<file path="src/rtl/ring_pkg.sv">
// Shared types and helpers for the ring-code decoder: FSM states and
// width-independent one-hot / successor-index functions.
package ring_pkg;

  typedef enum logic [1:0] {
    ST_HUNT    = 2'd0,
    ST_CONFIRM = 2'd1,
    ST_LOCKED  = 2'd2
  } state_t;

  // Operates on a zero-extended 32-bit copy so one function serves any WIDTH <= 32.
  function automatic logic is_onehot(input logic [31:0] v);
    return (v != '0) && ((v & (v - 32'd1)) == '0);
  endfunction

  function automatic logic [31:0] next_idx(input logic [31:0] cur, input logic [31:0] width);
    return (cur >= width - 32'd1) ? 32'd0 : cur + 32'd1;
  endfunction

endpackage

</file>
<file path="src/rtl/ring_onehot_enc.sv">
// Combinational one-hot to binary encoder; valid_o is low for zero or
// multi-bit codes, in which case idx_o is not meaningful.
module ring_onehot_enc
  import ring_pkg::*;
#(
  parameter int WIDTH = 4,
  parameter int IDX_W = $clog2(WIDTH)
) (
  input  logic [WIDTH-1:0] ring_i,
  output logic [IDX_W-1:0] idx_o,
  output logic             valid_o
);

  always_comb begin
    idx_o = '0;
    for (int unsigned i = 0; i < WIDTH; i++) begin
      if (ring_i[i]) idx_o = IDX_W'(i);
    end
  end

  assign valid_o = is_onehot(32'(ring_i));

endmodule

</file>
<file path="src/rtl/ring_decoder.sv">
// Ring-code monitor: decodes each sampled one-hot code, locks after LOCK_N
// consecutive correct advances, and flags/counts code or sequence errors.
module ring_decoder
  import ring_pkg::*;
#(
  parameter int WIDTH  = 4,
  parameter int IDX_W  = $clog2(WIDTH),
  parameter int LOCK_N = 2,
  parameter int ERR_W  = 8
) (
  input  logic             clk,
  input  logic             rst,
  input  logic [WIDTH-1:0] ring_in,
  input  logic             ring_vld,
  output logic [IDX_W-1:0] idx,
  output logic             idx_vld,
  output logic             locked,
  output logic             wrap,
  output logic             err,
  output logic [ERR_W-1:0] err_cnt
);

  localparam int GOOD_W = $clog2(LOCK_N + 1);

  state_t             state_q, state_d;
  logic [GOOD_W-1:0]  good_q, good_d, good_inc;
  logic [IDX_W-1:0]   idx_q, idx_d, nxt_idx, enc_idx;
  logic               idx_vld_q, idx_vld_d;
  logic               wrap_q, wrap_d;
  logic               err_q, err_d;
  logic [ERR_W-1:0]   cnt_q, cnt_d;
  logic               enc_valid, expected;

  ring_onehot_enc #(
    .WIDTH (WIDTH),
    .IDX_W (IDX_W)
  ) u_enc (
    .ring_i  (ring_in),
    .idx_o   (enc_idx),
    .valid_o (enc_valid)
  );

  assign nxt_idx  = IDX_W'(next_idx(32'(idx_q), 32'(WIDTH)));
  assign expected = (enc_idx == nxt_idx);
  assign good_inc = good_q + GOOD_W'(1);

  always_comb begin
    state_d   = state_q;
    good_d    = good_q;
    idx_d     = idx_q;
    idx_vld_d = idx_vld_q;
    wrap_d    = 1'b0;
    err_d     = 1'b0;

    if (ring_vld) begin
      idx_vld_d = enc_valid;
      if (enc_valid) idx_d = enc_idx;

      unique case (state_q)
        ST_HUNT: begin
          if (enc_valid) begin
            state_d = ST_CONFIRM;
            good_d  = '0;
          end else begin
            err_d = 1'b1;
          end
        end
        ST_CONFIRM: begin
          if (!enc_valid) begin
            state_d = ST_HUNT;
            good_d  = '0;
            err_d   = 1'b1;
          end else if (expected) begin
            if (good_inc == GOOD_W'(LOCK_N)) begin
              state_d = ST_LOCKED;
              good_d  = '0;
            end else begin
              good_d = good_inc;
            end
          end else begin
            // Not yet locked: silently restart the confirm run at the new index.
            good_d = '0;
          end
        end
        ST_LOCKED: begin
          if (!enc_valid) begin
            state_d = ST_HUNT;
            err_d   = 1'b1;
          end else if (expected) begin
            wrap_d = (idx_q == IDX_W'(WIDTH - 1));
          end else begin
            state_d = ST_CONFIRM;
            good_d  = '0;
            err_d   = 1'b1;
          end
        end
        default: begin
          state_d = ST_HUNT;
          good_d  = '0;
        end
      endcase
    end

    cnt_d = cnt_q;
    if (err_d && (cnt_q != '1)) cnt_d = cnt_q + ERR_W'(1);
  end

  always_ff @(posedge clk or negedge rst) begin
    if (!rst) begin
      state_q   <= ST_HUNT;
      good_q    <= '0;
      idx_q     <= '0;
      idx_vld_q <= 1'b0;
      wrap_q    <= 1'b0;
      err_q     <= 1'b0;
      cnt_q     <= '0;
    end else begin
      state_q   <= state_d;
      good_q    <= good_d;
      idx_q     <= idx_d;
      idx_vld_q <= idx_vld_d;
      wrap_q    <= wrap_d;
      err_q     <= err_d;
      cnt_q     <= cnt_d;
    end
  end

  assign idx     = idx_q;
  assign idx_vld = idx_vld_q;
  assign locked  = (state_q == ST_LOCKED);
  assign wrap    = wrap_q;
  assign err     = err_q;
  assign err_cnt = cnt_q;

endmodule
</file>
<file path="config.mk">
export PLATFORM = sky130hd
export DESIGN_NAME = ring_decoder
export DESIGN_NICKNAME = d
export VERILOG_FILES = /design/src/rtl/ring_pkg.sv /design/src/rtl/ring_onehot_enc.sv /design/src/rtl/ring_decoder.sv
export SDC_FILE = /design/constraint.sdc
export NUM_CORES = 1
export LEC_CHECK = 0
export ABC_AREA = 1
export ABC_CLOCK_PERIOD_IN_PS = 2000
export BUFFER_PORTS_ARGS = -buffer_cell sky130_fd_sc_hd__buf_2
export CAP_MARGIN = 20
export CELL_PAD_IN_SITES_DETAIL_PLACEMENT = 1
export CELL_PAD_IN_SITES_GLOBAL_PLACEMENT = 1
export CORE_MARGIN = 1.5
export CORE_UTILIZATION = 38
export DETAILED_ROUTE_END_ITERATION = 7
export MAX_ROUTING_LAYER = met4
export PLACE_DENSITY_LB_ADDON = 0.1
export SYNTH_ARGS = -nofsm -noshare
export SYNTH_HDL_FRONTEND = slang
export SYNTH_HIERARCHICAL = 1
export SYNTH_SLANG_ARGS = --single-unit
export TNS_END_PERCENT = 100
</file>
<file path="constraint.sdc">
create_clock -name clk -period 2 [get_ports clk]
set_input_delay 0.1 -clock clk [delete_from_list [all_inputs] [get_ports clk]]
set_output_delay 0.1 -clock clk [all_outputs]
set_load 0.01 [all_outputs]
</file>
# ---- Word-level counts from Yosys, hierarchy flattened
# Index checks and enable logic that the tools add are counted.
dict set report word_totals {
  regBits 17
  inputBits 7
}
dict set report classes {
  add_sub_neg 4
  n_lt_le_gt_ge 1
  eq_ne 12
  n_mux 27
  bitwise_logic 1
  n_reduce_logical 9
}
# operator count
set ops {}
lappend ops {{AND 4 x 32 -> 32 bit} 1}
lappend ops {{zero test 32 bit} 1}
lappend ops {{2-to-1 mux 2 bit} 15}
lappend ops {{case mux 2 bit (3 select lines)} 2}
lappend ops {{2-to-1 mux 1 bit} 9}
lappend ops {{inequality test 3 bit, second input constant} 3}
lappend ops {{adder 8 x 1 -> 8 bit, second input constant} 1}
lappend ops {{inequality test 8 bit, second input constant} 1}
lappend ops {{== test 2 bit, second input constant} 3}
lappend ops {{AND reduction 5 bit} 1}
lappend ops {{subtractor 4 x 1 -> 5 bit, second input constant} 1}
lappend ops {{adder 2 x 1 -> 2 bit, second input constant} 2}
lappend ops {{inequality test 2 bit, second input constant} 2}
lappend ops {{AND reduction 4 bit} 1}
lappend ops {{nonzero test 4 bit} 1}
lappend ops {{== test 2 x 1 -> 1 bit, second input constant} 1}
lappend ops {{== test 2 bit} 1}
lappend ops {{>= comparator 2 bit, second input constant} 1}
lappend ops {{logical AND 1 bit} 2}
lappend ops {{zero test 2 bit} 1}
lappend ops {{inequality test 2 x 1 -> 1 bit, second input constant} 1}
lappend ops {{case mux 1 bit (2 select lines)} 1}
lappend ops {{AND reduction 2 bit} 1}
lappend ops {{OR reduction 2 bit} 1}

# ---- Longest topological paths before layout
dict set report depth {
  word_depth 9
  ltp_mapped 12
  depth_no_buf 12
}

# ---- Modules after synthesis
# The synthesis kept the hierarchy.
# module instances cells_each area_per_inst_um2 seq_area_each_um2
set by_module_without_submodules {}
lappend by_module_without_submodules {ring_decoder 1 115 928.4 425.4}
lappend by_module_without_submodules {ring_onehot_enc 1 15 61.3 0.0}

# ---- Worst setup path before layout
# No wires, ideal clock.
dict set report synth_timing {
  kind {register -> register}
  startpoint {reg idx_q[0], in the netlist idx[0]}
  endpoint {reg cnt_q[2], in the netlist err_cnt[2]}
  arrival_ps 1470
  path_slack_ps 402
  stages_incl_launch_ff 7
  n_path_buf 1
  period_less_slack_ps 1598
  path_cell_list {dfrtp_1 -> ha_1 -> xnor2_1 -> nand3_1 -> nand3_2 -> buf_6 -> o21ai_0}
}
dict set report synth_between {
  elab_chain_len 8
}
# element line_no
set synth_lines {}
lappend synth_lines {{start, declared} ring_decoder.sv:27} ;# logic [IDX_W-1:0] idx_q, idx_d, nxt_idx, enc_idx;
lappend synth_lines {{start signal, assigned} ring_decoder.sv:120} ;# idx_q <= idx_d;
lappend synth_lines {{adder 2 x 1 -> 2 bit or >= comparator 2 bit (tied branches)} ring_pkg.sv:17} ;# return (cur >= width - 32'd1) ? 32'd0 : cur + 32'd1;
lappend synth_lines {{2-to-1 mux 2 bit (*)} ring_pkg.sv:17}
lappend synth_lines {{== test 2 bit (*)} ring_decoder.sv:44} ;# assign expected = (enc_idx == nxt_idx);
lappend synth_lines {{2-to-1 mux 1 bit (*)} ring_decoder.sv:89} ;# end else if (expected) begin
lappend synth_lines {{2-to-1 mux 1 bit (*)} ring_decoder.sv:86} ;# if (!enc_valid) begin
lappend synth_lines {{case mux 1 bit (2 select lines) (*)} ring_decoder.sv:59} ;# unique case (state_q)
lappend synth_lines {{2-to-1 mux 1 bit (*)} ring_decoder.sv:55} ;# if (ring_vld) begin
lappend synth_lines {{logical AND 1 bit (*)} ring_decoder.sv:105} ;# if (err_d && (cnt_q != '1)) cnt_d = cnt_q + ERR_W'(1);
lappend synth_lines {{end signal, assigned} ring_decoder.sv:124} ;# cnt_q <= cnt_d;
lappend synth_lines {{end, declared} ring_decoder.sv:31} ;# logic [ERR_W-1:0] cnt_q, cnt_d;
# Every way passes the cells marked *; elsewhere a longest branch is shown, timed or not.
# A chain may end at the register's enable or synchronous reset.

# ---- Final worst setup path
dict set report layout_timing {
  startpoint {reg idx_q[0], in the netlist idx[0]}
  endpoint {reg cnt_q[5], in the netlist err_cnt[5]}
}
# Same word-level chain as after synthesis.

==> impl_metrics.json <==
{
  "run_status": "complete, no violations",
  "netlist_area_sq_um": 989.7,
  "crit_fanout": 11,
  "route.antenna.remaining_nets": 0,
  "yosysWarnings": 6,
  "hpwl_microns": 1777,
  "grt_usage_pct": 17.49,
  "yosysMostFrequentCell": "nand2_1",
  "arrival_ns": 1.99,
  "clk_latency_ns": 0.29,
  "yosys.area.top_type": "dfrtp_1",
  "io_pins": 21,
  "cts_buffers": 3,
  "die_w_microns": 54.04,
  "synthCells": 130,
  "num-nets-final": 164,
  "placed_cells": 179,
  "clk_pin_slew_ns": 0.12,
  "grt_pass1_vias": 850,
  "start_util_pct": 39.95,
  "place_congestion": 0.8395,
  "tns_ns": 0,
  "max_freq_mhz": 564.2,
  "std_cell_rows": 18,
  "max_cap_viol_count": 0,
  "core-area_sq_um": 2477,
  "p_leak_nw": 0.6243,
  "wl_per_cell_microns": 12.10,
  "vias_per_cell": 4.772,
  "stdcell_count": 184,
  "synthTopCellsByCount": "nand2_1 (41), dfrtp_1 (17), inv_1 (16)",
  "finalHoldViolations": 0,
  "critical_path_class": "reg -> reg",
  "fin_skew_ns": 0.01887,
  "htreeDepth": 1,
  "fin_crit_sh_pct": 88.63,
  "port-buffer-count": 20,
  "setup_viol_count_final": 0,
  "synth_edf_count": 0,
  "netlist.area_leader.share_pct": 42.98,
  "cts_buffer_depth": 2,
  "die_h_microns": 54.04,
  "overflow": 0,
  "drt-pass1-iter-count": 4,
  "synth-seq-cells": 17,
  "cts_tree": "built",
  "yosys_most_used_dff": "dfrtp_1",
  "drive_above_1_share_pct": 20.78,
  "rsz0062_at_grt": "false",
  "vias": 878,
  "grt_max_degree": 18,
  "relSlewSlack_pct": 73.22,
  "antenna_found_initial": 0,
  "yosysSeqAreaShare_pct": 42.98,
  "synthArstFlopShare_pct": 100.0,
  "route.detailed.drc": 0,
  "antenna_cells": 0,
  "syn_avg_cell_area_sq_um": 7.613,
  "tightest_slew_ns": 0.4017,
  "worstSetupStartpointType": "register",
  "die_area_sq_um": 2920,
  "cts.sinks": 17,
  "end_kind": "register",
  "clockRootBuffer": "clkbuf_4",
  "slew_violations": 0,
  "required_ns": 2.21,
  "synth_nets": 139,
  "yosys.cell_types.count": 19,
  "fin_crit_ns": 1.773,
  "syn2layout_area_growth_pct": 16.56,
  "power.density_nw_per_um2": 1032,
  "ir_worst_vdd_uv": 537.7,
  "holdWs_ns": 0.06018,
  "synth.area.top_cells": "dfrtp_1 (43%), nand2_1 (16%), nand3_1 (7.1%)",
  "drtIter0Drc": 8,
  "post-route-util_pct": 46.57,
  "wirelength_microns": 2226,
  "hp-class": "in -> reg",
  "grt_first_pass_wirelength_microns": 3670
}
## metrics by stage
stage	cell area, sq um	power [mW]	worst slack [ns]
after floorplan	989.7	0.8683	0.4024
after global placement	1116	1.007	0.3353
after detailed placement	1116	1.025	0.2077
after CTS	1154	1.215	0.1935
after global routing	1154	1.307	0.03927
final	1154	1.191	0.2275
## what timing repair did
item                                   4_1_cts  5_1_grt
setup endpoints to repair                    0        0
gates resized for setup                      0        0
hold buffers                                 1        0
endpoints found under the hold margin       17        0
setup buffers                                0        0
## where the power goes
part           leakage (nW)  switching, mW  internal, mW
clock                0.0177          0.109        0.0741
combinational         0.387          0.288         0.188
sequential            0.220         0.0988         0.433
## flip-flops by register name, indices dropped and copies added, names as in the netlist
signal / count
wrap: 1
idx: 2
good_q: 2
err: 1
err_cnt: 8
idx_vld: 1
state_q: 2
## layer usage
metal / wire, microns / GRT usage (%)
met5: 0 / -
met4: 15 / 3.750
met1: 1111 / 22.58
met3: 72 / 2.500
met2: 1027 / 29.07
## layout by cell type (no fill, tap or decap), types with 2 or more instances in the layout
| master | instances |
|---|---|
| nand2_1 | 41 |
| buf_2 | 20 |
| nor2_1 | 12 |
| nand3_2 | 2 |
| ha_1 | 2 |
| inv_1 | 16 |
| nand3_1 | 14 |
| clkbuf_4 | 3 |
| a21oi_1 | 3 |
| o21ai_0 | 8 |
| xnor2_1 | 6 |
| dfrtp_1 | 17 |
## cell type report
type	instances	area, sq um
Sequential cell	17	425.4
Fill cell	333	1324
Clock buffer	3	22.52
Inverter	17	63.81
Multi-Input combinational cell	95	489.2
Clock inverter	1	5.005
Timing Repair Buffer	21	110.1
Tap cell	30	37.54
## critical path, cell delays in order, from the launching register on
cell,delay (ns)
dfrtp_1,0.43
ha_1,0.33
xnor2_1,0.36
nand3_1,0.18
nand3_2,0.24
nand2_1,0.09
o21ai_0,0.09
## logic make-up (layout without fill, tap and decap cells)
family                   after synthesis  in the layout  synth area share, %
adder cells (fa/ha/maj)                2              2                2.528
flip-flops                            17             17                42.98
AO/OA/AOI/OAI                         12             12                6.447
AND/OR/NAND/NOR                       74             74                34.01
XOR/XNOR                               6              6                5.310
multiplexers                           1              1                1.138
buffers and inverters                 18             42                7.585
## final timing paths
| check | start | to | cells after the start | slack [ns] |
|---|---|---|---|---|
| max in group asynchronous | rst | err_cnt[1] | 2 | 1.45 |
| hold / removal | ring_vld | idx_vld | 2 | 0.06 |
| setup / recovery | idx[0] | err_cnt[5] | 6 | 0.23 |
| setup reg to reg | idx[0] | err_cnt[5] | 6 | 0.23 |
| min in group asynchronous | rst | err_cnt[2] | 2 | 0.25 |
| hold reg to reg | good_q[1] | good_q[1] | 2 | 0.51 |
No activity file was read; power rests on OpenSTA's default activity.
